File: src/rtl/memory_controller_interface.sv
// ----------------------------------------------------------------------------
// memory_controller_interface
// Shared cache <-> memory-controller transaction types.
//   mci_request_t  : addr, data (one block), rw (1 = write), valid
//   mci_response_t : ready (one-cycle completion pulse), data (read block)
// ----------------------------------------------------------------------------
package memory_controller_interface;

    localparam int MCI_ADDR_LENGTH = 32;
    localparam int MCI_DATA_LENGTH = 128;

    typedef struct packed {
        logic [MCI_ADDR_LENGTH-1:0] addr;
        logic [MCI_DATA_LENGTH-1:0] data;
        logic                       rw;
        logic                       valid;
    } mci_request_t;

    typedef struct packed {
        logic                       ready;
        logic [MCI_DATA_LENGTH-1:0] data;
    } mci_response_t;

endpackage

File: src/rtl/mci_serdes_pkg.sv
// ----------------------------------------------------------------------------
// mci_serdes_pkg
// Constants and state type for the block <-> word serialiser.
// Values are for the default 32-bit word bus.
// ----------------------------------------------------------------------------
package mci_serdes_pkg;

    import memory_controller_interface::*;

    localparam int MCI_WORD_WIDTH = 32;
    localparam int BLOCK_WORDS    = MCI_DATA_LENGTH / MCI_WORD_WIDTH;
    localparam int WORD_IDX_BITS  = (BLOCK_WORDS > 1) ? $clog2(BLOCK_WORDS) : 1;
    localparam int OFFSET_LSB_BLK = $clog2(MCI_DATA_LENGTH / 8);

    typedef enum logic [1:0] {
        ST_IDLE  = 2'd0,
        ST_WRITE = 2'd1,
        ST_READ  = 2'd2,
        ST_RESP  = 2'd3
    } mci_serdes_state_t;

endpackage

File: src/rtl/mci_block_assembler.sv
// ----------------------------------------------------------------------------
// mci_block_assembler
// Collects returned read words into a block, in arrival order.
//   clk, rst   : clock, synchronous active-low reset
//   clear      : restart at slot 0 with an empty block
//   load       : store rdata into the current slot and advance
//   rdata      : returned word
//   block_nxt  : block including this cycle's word (valid the same cycle)
//   rx_last    : the word being loaded is the final slot
// ----------------------------------------------------------------------------
module mci_block_assembler #(
    parameter int WORD_WIDTH  = 32,
    parameter int BLOCK_WORDS = 4,
    parameter int IDX_BITS    = 2
) (
    input  logic                              clk,
    input  logic                              rst,
    input  logic                              clear,
    input  logic                              load,
    input  logic [WORD_WIDTH-1:0]             rdata,
    output logic [WORD_WIDTH*BLOCK_WORDS-1:0] block_nxt,
    output logic                              rx_last
);

    localparam logic [IDX_BITS-1:0] IDX_ONE  = IDX_BITS'(1);
    localparam logic [IDX_BITS-1:0] IDX_LAST = IDX_BITS'(BLOCK_WORDS - 1);

    logic [IDX_BITS-1:0]             rcnt;
    logic [WORD_WIDTH*BLOCK_WORDS-1:0] block_q;

    always_comb begin
        block_nxt = block_q;
        if (load) begin
            block_nxt[WORD_WIDTH*rcnt +: WORD_WIDTH] = rdata;
        end
    end

    assign rx_last = load && (rcnt == IDX_LAST);

    always_ff @(posedge clk) begin
        if (!rst) begin
            rcnt    <= '0;
            block_q <= '0;
        end else if (clear) begin
            rcnt    <= '0;
            block_q <= '0;
        end else if (load) begin
            rcnt    <= rcnt + IDX_ONE;
            block_q <= block_nxt;
        end
    end

endmodule

File: src/rtl/mci_block_serdes.sv
// ----------------------------------------------------------------------------
// mci_block_serdes
// Splits a block-wide cache request into word transfers on a valid/ready
// bus and reassembles read words into a block response.
//   clk, rst    : clock, synchronous active-low reset
//   mem_req     : block request from cache (addr, data, rw, valid)
//   mem_res     : ready pulse + read block back to cache
//   bus_valid/bus_ready/bus_we/bus_addr/bus_wdata : registered word request
//   bus_rvalid/bus_rdata : in-order read word return
//   err         : sticky timeout flag
// Optional: define MCI_SERDES_TIMEOUT_EN to abort a transaction after
// TIMEOUT_CYCLES cycles without bus progress; otherwise err is tied 0.
//
// state    | meaning
// ---------+-------------------------------------------------------------
// ST_IDLE  | waiting for mem_req.valid
// ST_WRITE | issuing write words, one per accept
// ST_READ  | issuing read words and collecting returns
// ST_RESP  | one-cycle ready pulse; may accept the next request at once
// ----------------------------------------------------------------------------
module mci_block_serdes
    import memory_controller_interface::*;
    import mci_serdes_pkg::*;
#(
    parameter int WORD_WIDTH     = MCI_WORD_WIDTH,
    parameter int TIMEOUT_CYCLES = 1024
) (
    input  logic                  clk,
    input  logic                  rst,
    input  mci_request_t          mem_req,
    output mci_response_t         mem_res,
    output logic                  bus_valid,
    input  logic                  bus_ready,
    output logic                  bus_we,
    output logic [31:0]           bus_addr,
    output logic [WORD_WIDTH-1:0] bus_wdata,
    input  logic                  bus_rvalid,
    input  logic [WORD_WIDTH-1:0] bus_rdata,
    output logic                  err
);

    localparam int BW       = MCI_DATA_LENGTH / WORD_WIDTH;
    localparam int IDXB     = (BW > 1) ? $clog2(BW) : 1;
    localparam int BYTE_LSB = $clog2(WORD_WIDTH / 8);
    localparam int OFF      = OFFSET_LSB_BLK;

    localparam logic [IDXB-1:0] IDX_ONE  = IDXB'(1);
    localparam logic [IDXB-1:0] IDX_LAST = IDXB'(BW - 1);

    mci_serdes_state_t state, next_state;

    logic [31:OFF]              blk_addr;
    logic [MCI_DATA_LENGTH-1:0] lreq_data;
    logic [MCI_DATA_LENGTH-1:0] res_data;
    logic [MCI_DATA_LENGTH-1:0] block_nxt;
    logic [IDXB-1:0]            icnt;
    logic [IDXB-1:0]            icnt_nxt;

    logic start;
    logic issue_fire;
    logic rx_load;
    logic rx_last;
    logic timeout;

    logic unused_addr_bits;
    assign unused_addr_bits = ^mem_req.addr[OFF-1:0];

    // Block offset bits are discarded; the word index replaces them.
    function automatic logic [31:0] word_addr(input logic [31:OFF] a,
                                              input logic [IDXB-1:0] i);
        logic [31:0] r;
        r                  = '0;
        r[31:OFF]          = a;
        r[OFF-1:BYTE_LSB]  = i;
        return r;
    endfunction

    assign issue_fire = bus_valid && bus_ready;
    assign rx_load    = bus_rvalid && (state == ST_READ);
    assign icnt_nxt   = icnt + IDX_ONE;

    mci_block_assembler #(
        .WORD_WIDTH  (WORD_WIDTH),
        .BLOCK_WORDS (BW),
        .IDX_BITS    (IDXB)
    ) u_assembler (
        .clk       (clk),
        .rst       (rst),
        .clear     (start),
        .load      (rx_load),
        .rdata     (bus_rdata),
        .block_nxt (block_nxt),
        .rx_last   (rx_last)
    );

    always_ff @(posedge clk) begin
        if (!rst) begin
            state <= ST_IDLE;
        end else begin
            state <= next_state;
        end
    end

    always_comb begin
        next_state = state;
        start      = 1'b0;
        unique case (state)
            ST_IDLE, ST_RESP: begin
                next_state = ST_IDLE;
                if (mem_req.valid) begin
                    start      = 1'b1;
                    next_state = mem_req.rw ? ST_WRITE : ST_READ;
                end
            end
            ST_WRITE: begin
                if (timeout || (issue_fire && icnt == IDX_LAST)) begin
                    next_state = ST_RESP;
                end
            end
            ST_READ: begin
                if (timeout || rx_last) begin
                    next_state = ST_RESP;
                end
            end
            default: next_state = ST_IDLE;
        endcase
    end

    always_ff @(posedge clk) begin
        if (!rst) begin
            blk_addr  <= '0;
            lreq_data <= '0;
            icnt      <= '0;
            bus_valid <= 1'b0;
            bus_we    <= 1'b0;
            bus_addr  <= '0;
            bus_wdata <= '0;
            res_data  <= '0;
        end else begin
            if (start) begin
                blk_addr  <= mem_req.addr[31:OFF];
                lreq_data <= mem_req.data;
                icnt      <= '0;
                bus_valid <= 1'b1;
                bus_we    <= mem_req.rw;
                bus_addr  <= word_addr(mem_req.addr[31:OFF], '0);
                bus_wdata <= mem_req.data[WORD_WIDTH-1:0];
            end else if (timeout) begin
                bus_valid <= 1'b0;
                res_data  <= '0;
            end else if (issue_fire) begin
                if (icnt == IDX_LAST) begin
                    bus_valid <= 1'b0;
                end else begin
                    icnt      <= icnt_nxt;
                    bus_addr  <= word_addr(blk_addr, icnt_nxt);
                    bus_wdata <= lreq_data[WORD_WIDTH*icnt_nxt +: WORD_WIDTH];
                end
            end
            // Capture includes the final word arriving on this same edge.
            if (rx_last) begin
                res_data <= block_nxt;
            end
        end
    end

    assign mem_res.ready = (state == ST_RESP);
    assign mem_res.data  = res_data;

`ifdef MCI_SERDES_TIMEOUT_EN
    localparam int TW = (TIMEOUT_CYCLES > 1) ? $clog2(TIMEOUT_CYCLES) : 1;
    localparam logic [TW-1:0] TLOAD = TW'(TIMEOUT_CYCLES - 1);

    logic [TW-1:0] tcnt;
    logic          busy;
    logic          progress;

    assign busy     = (state == ST_WRITE) || (state == ST_READ);
    assign progress = issue_fire || rx_load;
    // Terminal count reached with no progress in the current cycle.
    assign timeout  = busy && !progress && (tcnt == '0);

    always_ff @(posedge clk) begin
        if (!rst) begin
            tcnt <= TLOAD;
            err  <= 1'b0;
        end else begin
            if (start || progress) begin
                tcnt <= TLOAD;
            end else if (busy && tcnt != '0) begin
                tcnt <= tcnt - TW'(1);
            end
            if (timeout) begin
                err <= 1'b1;
            end
        end
    end
`else
    logic unused_timeout_cfg;
    assign unused_timeout_cfg = ^TIMEOUT_CYCLES;
    assign timeout = 1'b0;
    assign err     = 1'b0;
`endif

endmodule

File: config.mk
export PLATFORM = sky130hd
export DESIGN_NAME = mci_block_serdes
export DESIGN_NICKNAME = d
export VERILOG_FILES = /design/src/rtl/memory_controller_interface.sv /design/src/rtl/mci_serdes_pkg.sv /design/src/rtl/mci_block_assembler.sv /design/src/rtl/mci_block_serdes.sv
export SDC_FILE = /design/constraint.sdc
export NUM_CORES = 1
export LEC_CHECK = 0
export BUFFER_PORTS_ARGS = -buffer_cell sky130_fd_sc_hd__buf_2
export CORE_MARGIN = 2
export CORE_UTILIZATION = 40
export DETAILED_ROUTE_END_ITERATION = 12
export HOLD_SLACK_MARGIN = 0.08
export SYNTH_ARGS = -nofsm -noshare
export SYNTH_HDL_FRONTEND = slang
export SYNTH_SLANG_ARGS = --single-unit
File: constraint.sdc
create_clock -name clk -period 2.45 [get_ports clk]
set_clock_uncertainty 0.1 [all_clocks]
set_input_delay 0.1225 -clock clk [delete_from_list [all_inputs] [get_ports clk]]
set_output_delay 0.1225 -clock clk [all_outputs]
set_load 0.02 [all_outputs]
==> results of run 1 <==
-- power breakdown --
group	switching, mW	total (mW)	internal [mW]
clock network	2.94	7.29	4.34
registers	0.557	8.97	8.41
logic	4.16	6.78	2.62
-- metal layers --
layer,vias to the layer above,wire length [um],global-route usage
li1,7747,-,-
met1,7798,24000,0.314
met2,611,26200,0.404
met3,163,3940,0.0540
met4,2,2640,0.125
met5,-,10,0
-- worst min-delay path, cell delays in order --
cell	delay, ns
buf_2	0.26
nand4_1	0.16
a2bb2oi_1	0.19
nor2_1	0.05
-- layout by cell type, fill, tap and decap left out, types with 2 or more instances in the layout --
master         Yosys  layout
a2111oi_0          2       2
a211oi_1          30      30
a21o_1             2       2
a21oi_1          258     258
a2bb2oi_1         32      32
a31oi_1           32      32
a32oi_1           32      32
and2_1             3       2
buf_12             0      11
buf_2             42     385
buf_4             11      43
bufinv_16          0       4
clkbuf_1         119      15
clkbuf_16          0      48
clkbuf_8           0      12
clkinv_2           0       6
conb_1             1       3
dfxtp_1          448     447
diode_2            0       2
dlygate4sd3_1      0     208
ha_1               9       8
inv_1              6       5
inv_6              0       4
mux2i_1           94      94
nand2_1          293     291
nand2_4            0       2
nand3_1          101     101
nand4_1           32      32
nor2_1            97      97
nor3_1            28      28
o21ai_0          128     128
o221a_1           32      32
o22ai_1           32      32
xnor2_1            2       2
-- per-stage QoR --
stage,power [mW],cells,hold slack (ns)
floorplan,13.4,1902,0.158
global placement,15.2,2686,0.264
detailed placement,15.4,2686,0.269
CTS,23.0,2982,0.127
global route,24.1,2987,0.200
finish,23.0,2987,0.172
-- what timing repair did --
action | 4_1_cts | 5_1_grt
buffers inserted | 0 | 2
resized for setup | 0 | 6
setup endpoints to repair | 0 | 16
endpoints found under the hold margin | 448 | 0
hold buffers | 208 | 0
-- flip-flops by register name, indices dropped and copies added (netlist names) --
| register | flops |
|---|---|
| bus_wdata | 32 |
| u_assembler.block_q | 96 |
| state | 2 |
| bus_valid | 1 |
| bus_we | 1 |
| icnt | 2 |
| lreq_data | 128 |
| bus_addr | 28 |
| blk_addr | 28 |
| res_data | 128 |
| u_assembler.rcnt | 2 |
-- area by class of cell --
class,instances,area [sq um]
Fill cell,3780,18800
Clock buffer,74,1400
Multi-Input combinational cell,1253,7060
Sequential cell,448,8970
Inverter,6,27.5
Tap cell,539,674
Antenna cell,2,5.00
Clock inverter,14,183
Timing Repair Buffer,651,4630
-- worst min path at each step --
stage	end	depth (start not counted)	startpoint	slack, ns
finish	u_assembler.block_q[11]$_SDFFE_PP0P_	4	bus_rvalid	0.17
global route	u_assembler.block_q[13]$_SDFFE_PP0P_	4	bus_rvalid	0.20
CTS	u_assembler.block_q[11]$_SDFFE_PP0P_	4	bus_rvalid	0.13
detailed placement	lreq_data[61]$_SDFFE_PN0P_	3	mem_req[63]	0.27
global placement	lreq_data[82]$_SDFFE_PN0P_	3	mem_req[84]	0.26
floorplan	lreq_data[100]$_SDFFE_PN0P_	2	mem_req[102]	0.16
-- logic make-up (layout without fill, tap and decap cells) --
| logic type | count (synthesis) | count (layout) | synth area share |
|---|---|---|---|
| AOI/OAI and AO/OA | 582 | 582 | 0.209 |
| xor gates and xnor gates | 2 | 2 | 0.00104 |
| adders and majority gates | 9 | 9 | 0.00667 |
| buffers and inverters | 201 | 745 | 0.0538 |
| DFF | 448 | 448 | 0.531 |
| muxes | 94 | 94 | 0.0557 |
| other | 1 | 5 | 0.000222 |
| and+or+nand+nor | 563 | 563 | 0.142 |
==> key figures, run 1 <==
Run status
  • Outcome: finished, final reports clean

Timing
  • Final worst setup slack: 0.160 ns
  • Min Clock Period, post-route: 2.29 ns
  • Setup Viol. Count Final: 0
  • Slew margin rel.: 0.436
  • RSZ-0062 raised after global routing: false
  • Slew @ Worst Pin: 0.846 ns
  • Max Clock Freq: 0.437 GHz
  • Final hold violations: 0
  • Setup TNS: 0 ns
  • Period utilization: 0.935
  • Final slew viol count: 0

Layout
  • Fraction of layout cells with a size suffix above 1: 0.216
  • Nets: 2614
  • Final core utilization: 0.550
  • Final instance area: 23000 sq um
  • Synth-to-layout area growth: 35.9%

Synthesis
  • Cells taking the most area after synthesis: dfxtp_1 (53%), a21oi_1 (7.6%), nand2_1 (6.5%), mux2i_1 (5.6%), o21ai_0 (3.8%)
  • Post-synth EDFFs: 0
  • List of most frequent post-synthesis cells: dfxtp_1 (448), nand2_1 (293), a21oi_1 (258), o21ai_0 (128), clkbuf_1 (119)
  • Most used DFF post-synth: dfxtp_1
  • Unique cell type count in the Yosys netlist: 37
  • Synth Area per Inst: 8.89 sq um
  • Yosys top cell by area: dfxtp_1
  • Yosys warning total: 0
  • Seq/Total Area, Yosys: 0.531
  • Share of the synthesized area in the top cell type: 0.531
  • Synthesized flop and latch total: 448
  • Synth Instances: 1900
  • Count leader, synth: dfxtp_1
  • Cell area after synthesis: 16900 sq um
  • Asr flop ratio synth: 0

Clock network
  • CTS sink count: 448
  • Clk_lat worst skew: 0.57 ns
  • Clock root cell: clkbuf_16
  • CTS tree: built
  • Clk buf depth: 3
  • Reg clk slew, reported paths: 0.06 ns
  • CTS Buf Count: 47
  • H-tree depth: 2

Setup path
  • Kind of critical path: register to register
  • Worst setup EP type: register
  • Type of origin of the critical path: register
  • Capturing point of the worst reg2reg path: lreq_data[94]$_SDFFE_PN0P_
  • Crit path largest cell delay: 0.58 ns
  • Worst EP required: 2.86 ns
  • Crit-path leading delay family: buffers and inverters
  • CP endpoint: lreq_data[94]$_SDFFE_PN0P_
  • R2r worst-path depth: 7
  • Crit path max fanout: 28
  • Reg2reg start: state[0]$_SDFFE_PN0P_
  • Crit path arrival time: 2.70 ns
  • CP Depth: 7
  • R2R Setup Slk: 0.16 ns
  • Slowest-stage cell, CP: dlygate4sd3_1
  • CP Cell Sequence: inv_1 > ha_2 > and2_4 > buf_8 > nand2_1 > a21oi_1 > dlygate4sd3_1
  • Worst Setup SP: state[0]$_SDFFE_PN0P_
  • WP buf/inv: 3

Die
  • Die Width: 209 um
  • Chip height: 209 um
  • DIE AREA: 43900 sq um
  • Core ar.: 41800 sq um
  • Core Rows: 75
  • IO Count: 394
  • Initial Utilization: 0.404

Global routing
  • GRT Util Overall: 0.249
  • Vias in the first global route: 15900
  • Total congestion overflow: 0
  • First-pass GRT wire length: 87700 um
  • Initial antenna violation count: 3
  • Largest net degree at the start of global routing: 114

Routing
  • DR vias/cell: 5.46
  • Drt first pass iters: 7
  • First-iteration detailed-routing DRC count: 1311
  • Antenna-violating nets left: 0
  • Drt wl/cell: 19.0 um
  • Final wirelength: 56800 um
  • Vias post-DR: 16300
  • DRC: 0

Placement
  • Gpl congestion: 0.794
  • Pre-CTS setup slack: 0.162 ns
  • Post-DP HPWL: 34400 um
  • PortBufs: 386
  • Post-DP Area: 19200 sq um

Flow run
  • Max-Cap Viols: 0

Min path
  • Hold/Removal Path Class: primary input to register

Power
  • Pwr dens: 1000 nW/um^2
  • Max VDD drop: 0.562 mV
  • Static Leak: 9.32 nW
No activity file was read; power rests on OpenSTA's default activity.
==> run 2, diff against run 1 <==
CORE_MARGIN = 4   (was 2)
SYNTH_HIERARCHICAL = 1   (was not set)
==> run 2 against run 1 <==
Effect of this change:
- combinational power is 4.6% lower
- via count is 2.3% higher
- highest routed layer is now met4
- clock power is 4.9% higher
- sequential share of layout area is 0.51 points lower
- register-to-register slack hardly changed
- sequential cell count is 32 higher
- count of clock-buffer cells in the layout is 7 higher
- synthesized area is 11% higher
- worst hold slack better by 0.053 ns
- global-route usage is 1.9 points lower
- critical endpoint is now bus_addr[30]$_SDFFE_PN0P_
- cell area is 8.6% higher
==> key figures, run 2 <==
Setup path
  • Worst setup EP type: register (unchanged)
  • Crit path arrival time: 2.70 ns (about the same)
  • R2R Setup Slk: 0.15 ns (was 0.16 ns)
  • CP endpoint: bus_addr[30]$_SDFFE_PN0P_ (was lreq_data[94]$_SDFFE_PN0P_)
  • Worst Setup SP: state[0]$_SDFFE_PN0P_ (unchanged)
  • Reg2reg start: state[0]$_SDFFE_PN0P_ (unchanged)
  • Slowest-stage cell, CP: dlygate4sd3_1 (unchanged)
  • Type of origin of the critical path: register (unchanged)
  • Worst EP required: 2.85 ns (was 2.86 ns)
  • Crit path largest cell delay: 0.56 ns (was 0.58 ns)
  • Capturing point of the worst reg2reg path: bus_addr[30]$_SDFFE_PN0P_ (was lreq_data[94]$_SDFFE_PN0P_)
  • CP Cell Sequence: inv_1 > ha_1 > nand2_8 > inv_6 > a2bb2oi_1 > dlygate4sd3_1 > o31ai_1 (was inv_1 > ha_2 > and2_4 > buf_8 > nand2_1 > a21oi_1 > dlygate4sd3_1)
  • R2r worst-path depth: 7 (unchanged)
  • Kind of critical path: register to register (unchanged)
  • Crit path max fanout: 20 (was 28)

Synthesis
  • List of most frequent post-synthesis cells: dfxtp_1 (480), nor2_1 (245), nand2_1 (241), mux2i_1 (220), a21oi_1 (135) (was dfxtp_1 (448), nand2_1 (293), a21oi_1 (258), o21ai_0 (128), clkbuf_1 (119))
  • Share of the synthesized area in the top cell type: 0.513 (was 0.531)
  • Count leader, synth: dfxtp_1 (unchanged)
  • Synth Instances: 1989 (was 1900)
  • Most used DFF post-synth: dfxtp_1 (unchanged)
  • Synth Area per Inst: 9.42 sq um (was 8.89 sq um)
  • Asr flop ratio synth: 0 (unchanged)
  • Yosys warning total: 6 (was 0)
  • Yosys top cell by area: dfxtp_1 (unchanged)
  • Seq/Total Area, Yosys: 0.513 (was 0.531)
  • Post-synth EDFFs: 0 (unchanged)
  • Unique cell type count in the Yosys netlist: 49 (was 37)
  • Synthesized flop and latch total: 480 (was 448)
  • Cells taking the most area after synthesis: dfxtp_1 (51%), mux2i_1 (12%), nor2_1 (4.9%), nand2_1 (4.8%), a32oi_1 (4.0%) (was dfxtp_1 (53%), a21oi_1 (7.6%), nand2_1 (6.5%), mux2i_1 (5.6%), o21ai_0 (3.8%))
  • Cell area after synthesis: 18700 sq um (was 16900 sq um)

Timing
  • Setup Viol. Count Final: 0 (unchanged)
  • Setup TNS: 0 ns (unchanged)
  • Max Clock Freq: 0.435 GHz (was 0.437 GHz)
  • Period utilization: 0.939 (was 0.935)
  • Final slew viol count: 0 (unchanged)
  • RSZ-0062 raised after global routing: false (unchanged)
  • Final hold violations: 0 (unchanged)
  • Slew margin rel.: 0.604 (was 0.436)
  • Slew @ Worst Pin: 0.591 ns (was 0.846 ns)
  • Min Clock Period, post-route: 2.30 ns (was 2.29 ns)

Layout
  • Commonest non-fill, non-tap cells in the layout: dfxtp_1 (479), buf_2 (386), nor2_1 (245) (was dfxtp_1 (447), buf_2 (385), nand2_1 (291))
  • Synth-to-layout area growth: 32.9% (was 35.9%)
  • Biggest regs: lreq_data: 128 flops, res_data: 128 flops, u_assembler/block_q: 128 flops (was lreq_data: 128 flops, res_data: 128 flops, u_assembler.block_q: 96 flops)
  • Nets: 2713 (was 2614)
  • Final instance area: 24900 sq um (was 23000 sq um)
  • Final core utilization: 0.536 (was 0.550)
  • Fillers: 4115 (was 3780)
  • Commonest non-fill, non-tap cell in the layout: dfxtp_1 (unchanged)
  • Fraction of layout cells with a size suffix above 1: 0.223 (was 0.216)

Die
  • Chip height: 224 um (was 209 um)
  • IO Count: 394 (unchanged)
  • DIE AREA: 50400 sq um (was 43900 sq um)
  • Core ar.: 46500 sq um (was 41800 sq um)
  • Initial Utilization: 0.404 (about the same)
  • Core Rows: 79 (was 75)
  • Die Width: 224 um (was 209 um)

Routing
  • Drt first pass iters: 5 (was 7)
  • Final wirelength: 61200 um (was 56800 um)
  • Antenna-violating nets left: 0 (unchanged)
  • Drt wl/cell: 19.4 um (was 19.0 um)
  • DR vias/cell: 5.29 (was 5.46)
  • Vias post-DR: 16700 (was 16300)
  • Routed length on met2: 29800 um (was 26200 um)
  • Wire length on met1: 25200 um (was 24000 um)
  • Top layer in use: met4 (was met5)
  • DRC: 0 (unchanged)
  • WL met3: 4400 um (was 3940 um)
  • First-iteration detailed-routing DRC count: 1138 (was 1311)

Placement
  • Post-DP HPWL: 39500 um (was 34400 um)
  • Post-DP Area: 21200 sq um (was 19200 sq um)
  • PortBufs: 386 (unchanged)
  • Gpl congestion: 0.865 (was 0.794)

Global routing
  • GRT Util Overall: 0.230 (was 0.249)
  • Total congestion overflow: 0 (unchanged)
  • Vias in the first global route: 16500 (was 15900)
  • Initial antenna violation count: 2 (was 3)
  • Largest net degree at the start of global routing: 84 (was 114)
  • First-pass GRT wire length: 93100 um (was 87700 um)

Clock network
  • Reg clk slew, reported paths: 0.06 ns (about the same)
  • CTS sink count: 480 (was 448)
  • Clk_lat worst skew: 0.59 ns (was 0.57 ns)
  • CTS Buf Count: 51 (was 47)
  • Clk buf depth: 3 (unchanged)
  • Clock root cell: clkbuf_16 (unchanged)
  • Post-CTS setup buffers: 0 (unchanged)
  • H-tree depth: 2 (unchanged)
  • CTS tree: built (unchanged)

Flow run
  • Max-Cap Viols: 0 (unchanged)

Power
  • Max VDD drop: 0.724 mV (was 0.562 mV)
  • Pwr dens: 950 nW/um^2 (was 1000 nW/um^2)
  • Static Leak: 10.6 nW (was 9.32 nW)

Min path
  • Hold/Removal Path Class: primary input to register (unchanged)

Run status
  • Outcome: finished, final reports clean (unchanged)
==> run 2: report_power, final <==
part	total [mW]	internal, mW	switching (mW)	leakage [nW]
combinational	6.47	2.47	4.01	5.87
clock	7.65	4.52	3.14	0.824
sequential	9.54	8.93	0.613	3.90
==> run 2: logic make-up (layout without fill, tap and decap cells) <==
family / count (synthesis) / in the layout / synth area share
buffers and inverters: 275 / 831 / 0.0692
AND/OR/NAND/NOR: 566 / 566 / 0.122
XOR/XNOR: 2 / 2 / 0.000935
other: 1 / 5 / 0.000200
multiplexers: 221 / 221 / 0.118
flip-flops: 480 / 480 / 0.513
adder cells (fa/ha/maj): 10 / 10 / 0.00667
AO/OA/AOI/OAI: 434 / 434 / 0.170
==> run 2: how the worst min path moves through the flow <==
stage | from | endpoint | slack [ns] | depth (start not counted)
2_1_floorplan | mem_req[102] | lreq_data[100]$_SDFFE_PN0P_ | 0.16 | 2
3_3_place_gp | mem_req[79] | lreq_data[77]$_SDFFE_PN0P_ | 0.27 | 3
3_5_place_dp | mem_req[100] | lreq_data[98]$_SDFFE_PN0P_ | 0.27 | 3
4_1_cts | mem_req[113] | lreq_data[111]$_SDFFE_PN0P_ | 0.20 | 4
5_1_grt | mem_req[112] | lreq_data[110]$_SDFFE_PN0P_ | 0.23 | 4
6_report | mem_req[87] | lreq_data[85]$_SDFFE_PN0P_ | 0.22 | 4
==> run 2: per-layer routing <==
| layer | track usage | up-vias |
|---|---|---|
| li1 | - | 7993 |
| met1 | 0.282 | 7984 |
| met2 | 0.400 | 592 |
| met3 | 0.0536 | 120 |
| met4 | 0.0771 | 0 |
| met5 | 0 | - |
==> run 2: area by class of cell <==
cell class | count | area, sq um | area share
multi-input cells | 1236 | 7880 | 0.316
diodes | 2 | 5.00 | 0.000201
well taps | 607 | 759 | 0.0305
repair buffers | 642 | 4610 | 0.185
flip-flops and latches | 480 | 9610 | 0.386
clock inverters | 14 | 140 | 0.00562
clock buffers | 81 | 1540 | 0.0618
inverters | 94 | 370 | 0.0149
==> run 2: what timing repair did <==
action | CTS | global route
resized for setup | 0 | 2
hold endpoints to repair | 479 | 0
setup endpoints to repair | 0 | 2
hold buffers | 198 | 0
==> run 2: worst max-delay path: cells and delay by family, from the launching register on <==
kind | cells | cell delay, ns
simple gates | 1 | 0.18
fa+ha+maj | 1 | 0.46
flops | 1 | 0.36
buf+inv | 3 | 0.83
compound gates | 2 | 0.28
==> run 2: per-stage QoR <==
step	power, mW	instances	setup WS, ns	hold WS (ns)
2_1_floorplan	13.9	1991	0.00271	0.158
3_3_place_gp	15.7	2861	0.267	0.270
3_5_place_dp	15.8	2861	0.168	0.271
4_1_cts	23.8	3154	0.0570	0.199
5_1_grt	24.8	3156	0.00877	0.230
6_report	23.7	3156	0.151	0.225
==> run 3, diff against run 2 <==
CORE_UTILIZATION = 30   (was 40)
SKIP_LAST_GASP = 1   (was not set)
==> run 3 against run 2 <==
Effect of this change:
- register-to-register slack lost 0.05 ns
- combinational power grew 1%
- via count grew 1.1%
- die area grew 32%
- non-clock buffer count shrank 16
- clock power grew 1%
- power grew 0.79%
- wire length grew 0.16%
- largest cell class unchanged
- worst setup slack lost 0.053 ns
- sequential cell count is the same
==> key figures, run 3 (synthesized netlist as in run 2, its figures left out) <==
Run status
  • Outcome: finished, final reports clean (unchanged)

Layout
  • Synth-to-layout area growth: 33.9% (was 32.9%)
  • Commonest non-fill, non-tap cells in the layout: dfxtp_1 (479), buf_2 (386), nor2_1 (245) (unchanged)
  • Commonest non-fill, non-tap cell in the layout: dfxtp_1 (unchanged)
  • Fraction of layout cells with a size suffix above 1: 0.223 (about the same)
  • Nets: 2698 (was 2713)
  • Footprint of the multi-input gates: 7900 sq um (was 7880 sq um)
  • FF/Latch Area: 9610 sq um (unchanged)
  • Biggest regs: lreq_data: 128 flops, res_data: 128 flops, u_assembler/block_q: 128 flops (unchanged)
  • Final instance area: 25100 sq um (was 24900 sq um)
  • Fillers: 5987 (was 4115)

Timing
  • Setup Viol. Count Final: 0 (unchanged)
  • Slew margin rel.: 0.253 (was 0.604)
  • Final hold slack: 0.139 ns (was 0.225 ns)
  • Period utilization: 0.960 (was 0.939)
  • Setup TNS: 0 ns (unchanged)
  • Final worst setup slack: 0.0977 ns (was 0.151 ns)
  • Slew @ Worst Pin: 1.12 ns (was 0.591 ns)
  • RSZ-0062 raised after global routing: true (was false)
  • Final hold violations: 0 (unchanged)
  • Max Clock Freq: 0.425 GHz (was 0.435 GHz)
  • Min Clock Period, post-route: 2.35 ns (was 2.30 ns)
  • Final slew viol count: 0 (unchanged)

Clock network
  • Post-CTS setup buffers: 0 (unchanged)
  • Reg clk slew, reported paths: 0.06 ns (about the same)
  • CTS tree: built (unchanged)
  • CTS Buf Count: 52 (was 51)
  • H-tree depth: 2 (unchanged)
  • Clk_lat worst skew: 0.59 ns (about the same)
  • Clock root cell: clkbuf_16 (unchanged)
  • CTS sink count: 480 (unchanged)
  • Clk buf depth: 3 (unchanged)

Global routing
  • Largest net degree at the start of global routing: 115 (was 84)
  • Total congestion overflow: 0 (unchanged)
  • Vias in the first global route: 16800 (was 16500)
  • First-pass GRT wire length: 94700 um (was 93100 um)
  • GRT Util Overall: 0.175 (was 0.230)
  • Initial antenna violation count: 2 (unchanged)

Power
  • Pwr dens: 951 nW/um^2 (was 950 nW/um^2)
  • Clock power frac: 0.325 (was 0.323)
  • Net Sw Frac: 0.334 (was 0.328)
  • Pint: 15.9 mW (about the same)
  • Switch Pwr: 7.98 mW (was 7.75 mW)
  • Reg power frac: 0.400 (was 0.403)
  • Combinational power share: 0.275 (was 0.274)
  • Static Leak: 10.5 nW (was 10.6 nW)
  • Max VDD drop: 0.569 mV (was 0.724 mV)

Routing
  • Drt wl/cell: 18.2 um (was 19.4 um)
  • Final wirelength: 61300 um (was 61200 um)
  • Drt first pass iters: 5 (unchanged)
  • DRC: 0 (unchanged)
  • First-iteration detailed-routing DRC count: 1348 (was 1138)
  • DR vias/cell: 5.01 (was 5.29)
  • Antenna-violating nets left: 0 (unchanged)
  • Vias post-DR: 16900 (was 16700)

Placement
  • Pre-CTS setup slack: -0.00169 ns (was 0.168 ns)
  • Post-DP Area: 21500 sq um (was 21200 sq um)
  • Post-DP HPWL: 40200 um (was 39500 um)
  • PortBufs: 386 (unchanged)
  • Gpl congestion: 0.835 (was 0.865)

Die
  • Core Rows: 91 (was 79)
  • Initial Utilization: 0.303 (was 0.404)
  • Core ar.: 61800 sq um (was 46500 sq um)
  • Chip height: 258 um (was 224 um)
  • Die Width: 258 um (was 224 um)
  • DIE AREA: 66500 sq um (was 50400 sq um)
  • IO Count: 394 (unchanged)

Setup path
  • Worst EP required: 2.88 ns (was 2.85 ns)
  • Crit path max fanout: 41 (was 20)
  • Worst setup EP type: register (unchanged)
  • Crit path arrival time: 2.78 ns (was 2.70 ns)
  • R2R Setup Slk: 0.1 ns (was 0.15 ns)
  • Kind of critical path: register to register (unchanged)
  • Reg2reg start: state[0]$_SDFFE_PN0P_ (unchanged)
  • Worst Setup SP: state[0]$_SDFFE_PN0P_ (unchanged)
  • Type of origin of the critical path: register (unchanged)

Min path
  • Hold/Removal Path Class: primary input to register (unchanged)
  • Hold_sp: mem_req[0] (was mem_req[87])

Flow run
  • Max-Cap Viols: 0 (unchanged)
-- run 3: cell types whose count changed in the layout (fill, tap and decap cells not counted), moves of 2 or more --
cell,delta
buf_4,-8
dlygate4sd3_1,-7
clkinv_2,-5
clkinv_4,+4
clkbuf_1,-2
clkbuf_8,+2
clkinvlp_4,-2
-- run 3: power groups by stage --
stage          Combinational [mW]  Clock, mW  Sequential [mW]
2_1_floorplan                3.84          0             10.1
3_3_place_gp                 6.16          0             9.64
3_5_place_dp                 6.28          0             9.69
4_1_cts                      6.55       7.95             9.52
5_1_grt                      7.07       8.26             9.64
6_report                     6.56       7.76             9.53
-- run 3: worst max-delay path, cell delays in order, from the launching register on --
cell and delay (ns):
dfxtp_1 0.36, inv_1 0.08, ha_1 0.42, nand2_8 0.13, inv_6 0.05, nor2b_4 0.82, a32o_1 0.28
-- run 3: path summary, 6_finish.rpt --
check | endpoint | cells after the start
worst max-delay path | u_assembler/block_q[2]$_SDFFE_PP0P_ | 6
worst min-delay path | lreq_data[47]$_SDFFE_PN0P_ | 6
worst max register to register | u_assembler/block_q[2]$_SDFFE_PP0P_ | 6
worst min register to register | lreq_data[64]$_SDFFE_PN0P_ | 2
-- run 3: layout make-up --
class / count / area share
Sequential cell: 480 / 0.383
Multi-Input combinational cell: 1236 / 0.315
Timing Repair Buffer: 626 / 0.178
Clock buffer: 81 / 0.0622
Tap cell: 837 / 0.0417
Inverter: 94 / 0.0148
Clock inverter: 13 / 0.00558
Antenna cell: 1 / 0.0000997
-- run 3: through the flow --
stage	utilization	std cells	power (mW)
6_report	0.406	3368	23.9
5_1_grt	0.406	3367	25.0
4_1_cts	0.406	3367	24.0
3_5_place_dp	0.347	3082	16.0
3_3_place_gp	0.347	3082	15.8
2_1_floorplan	-	1991	13.9
-- run 3: per-layer routing --
layer,track usage,wire length [um]
met5,0,13
met4,0.0493,1450
met3,0.0350,4260
met2,0.294,28900
met1,0.228,26600
-- run 3: timing repair --
item | in CTS | in global routing
setup endpoints to repair | 1 | 29
resized for setup | 1 | 2
hold buffers | 191 | 0
endpoints found under the hold margin | 478 | 0
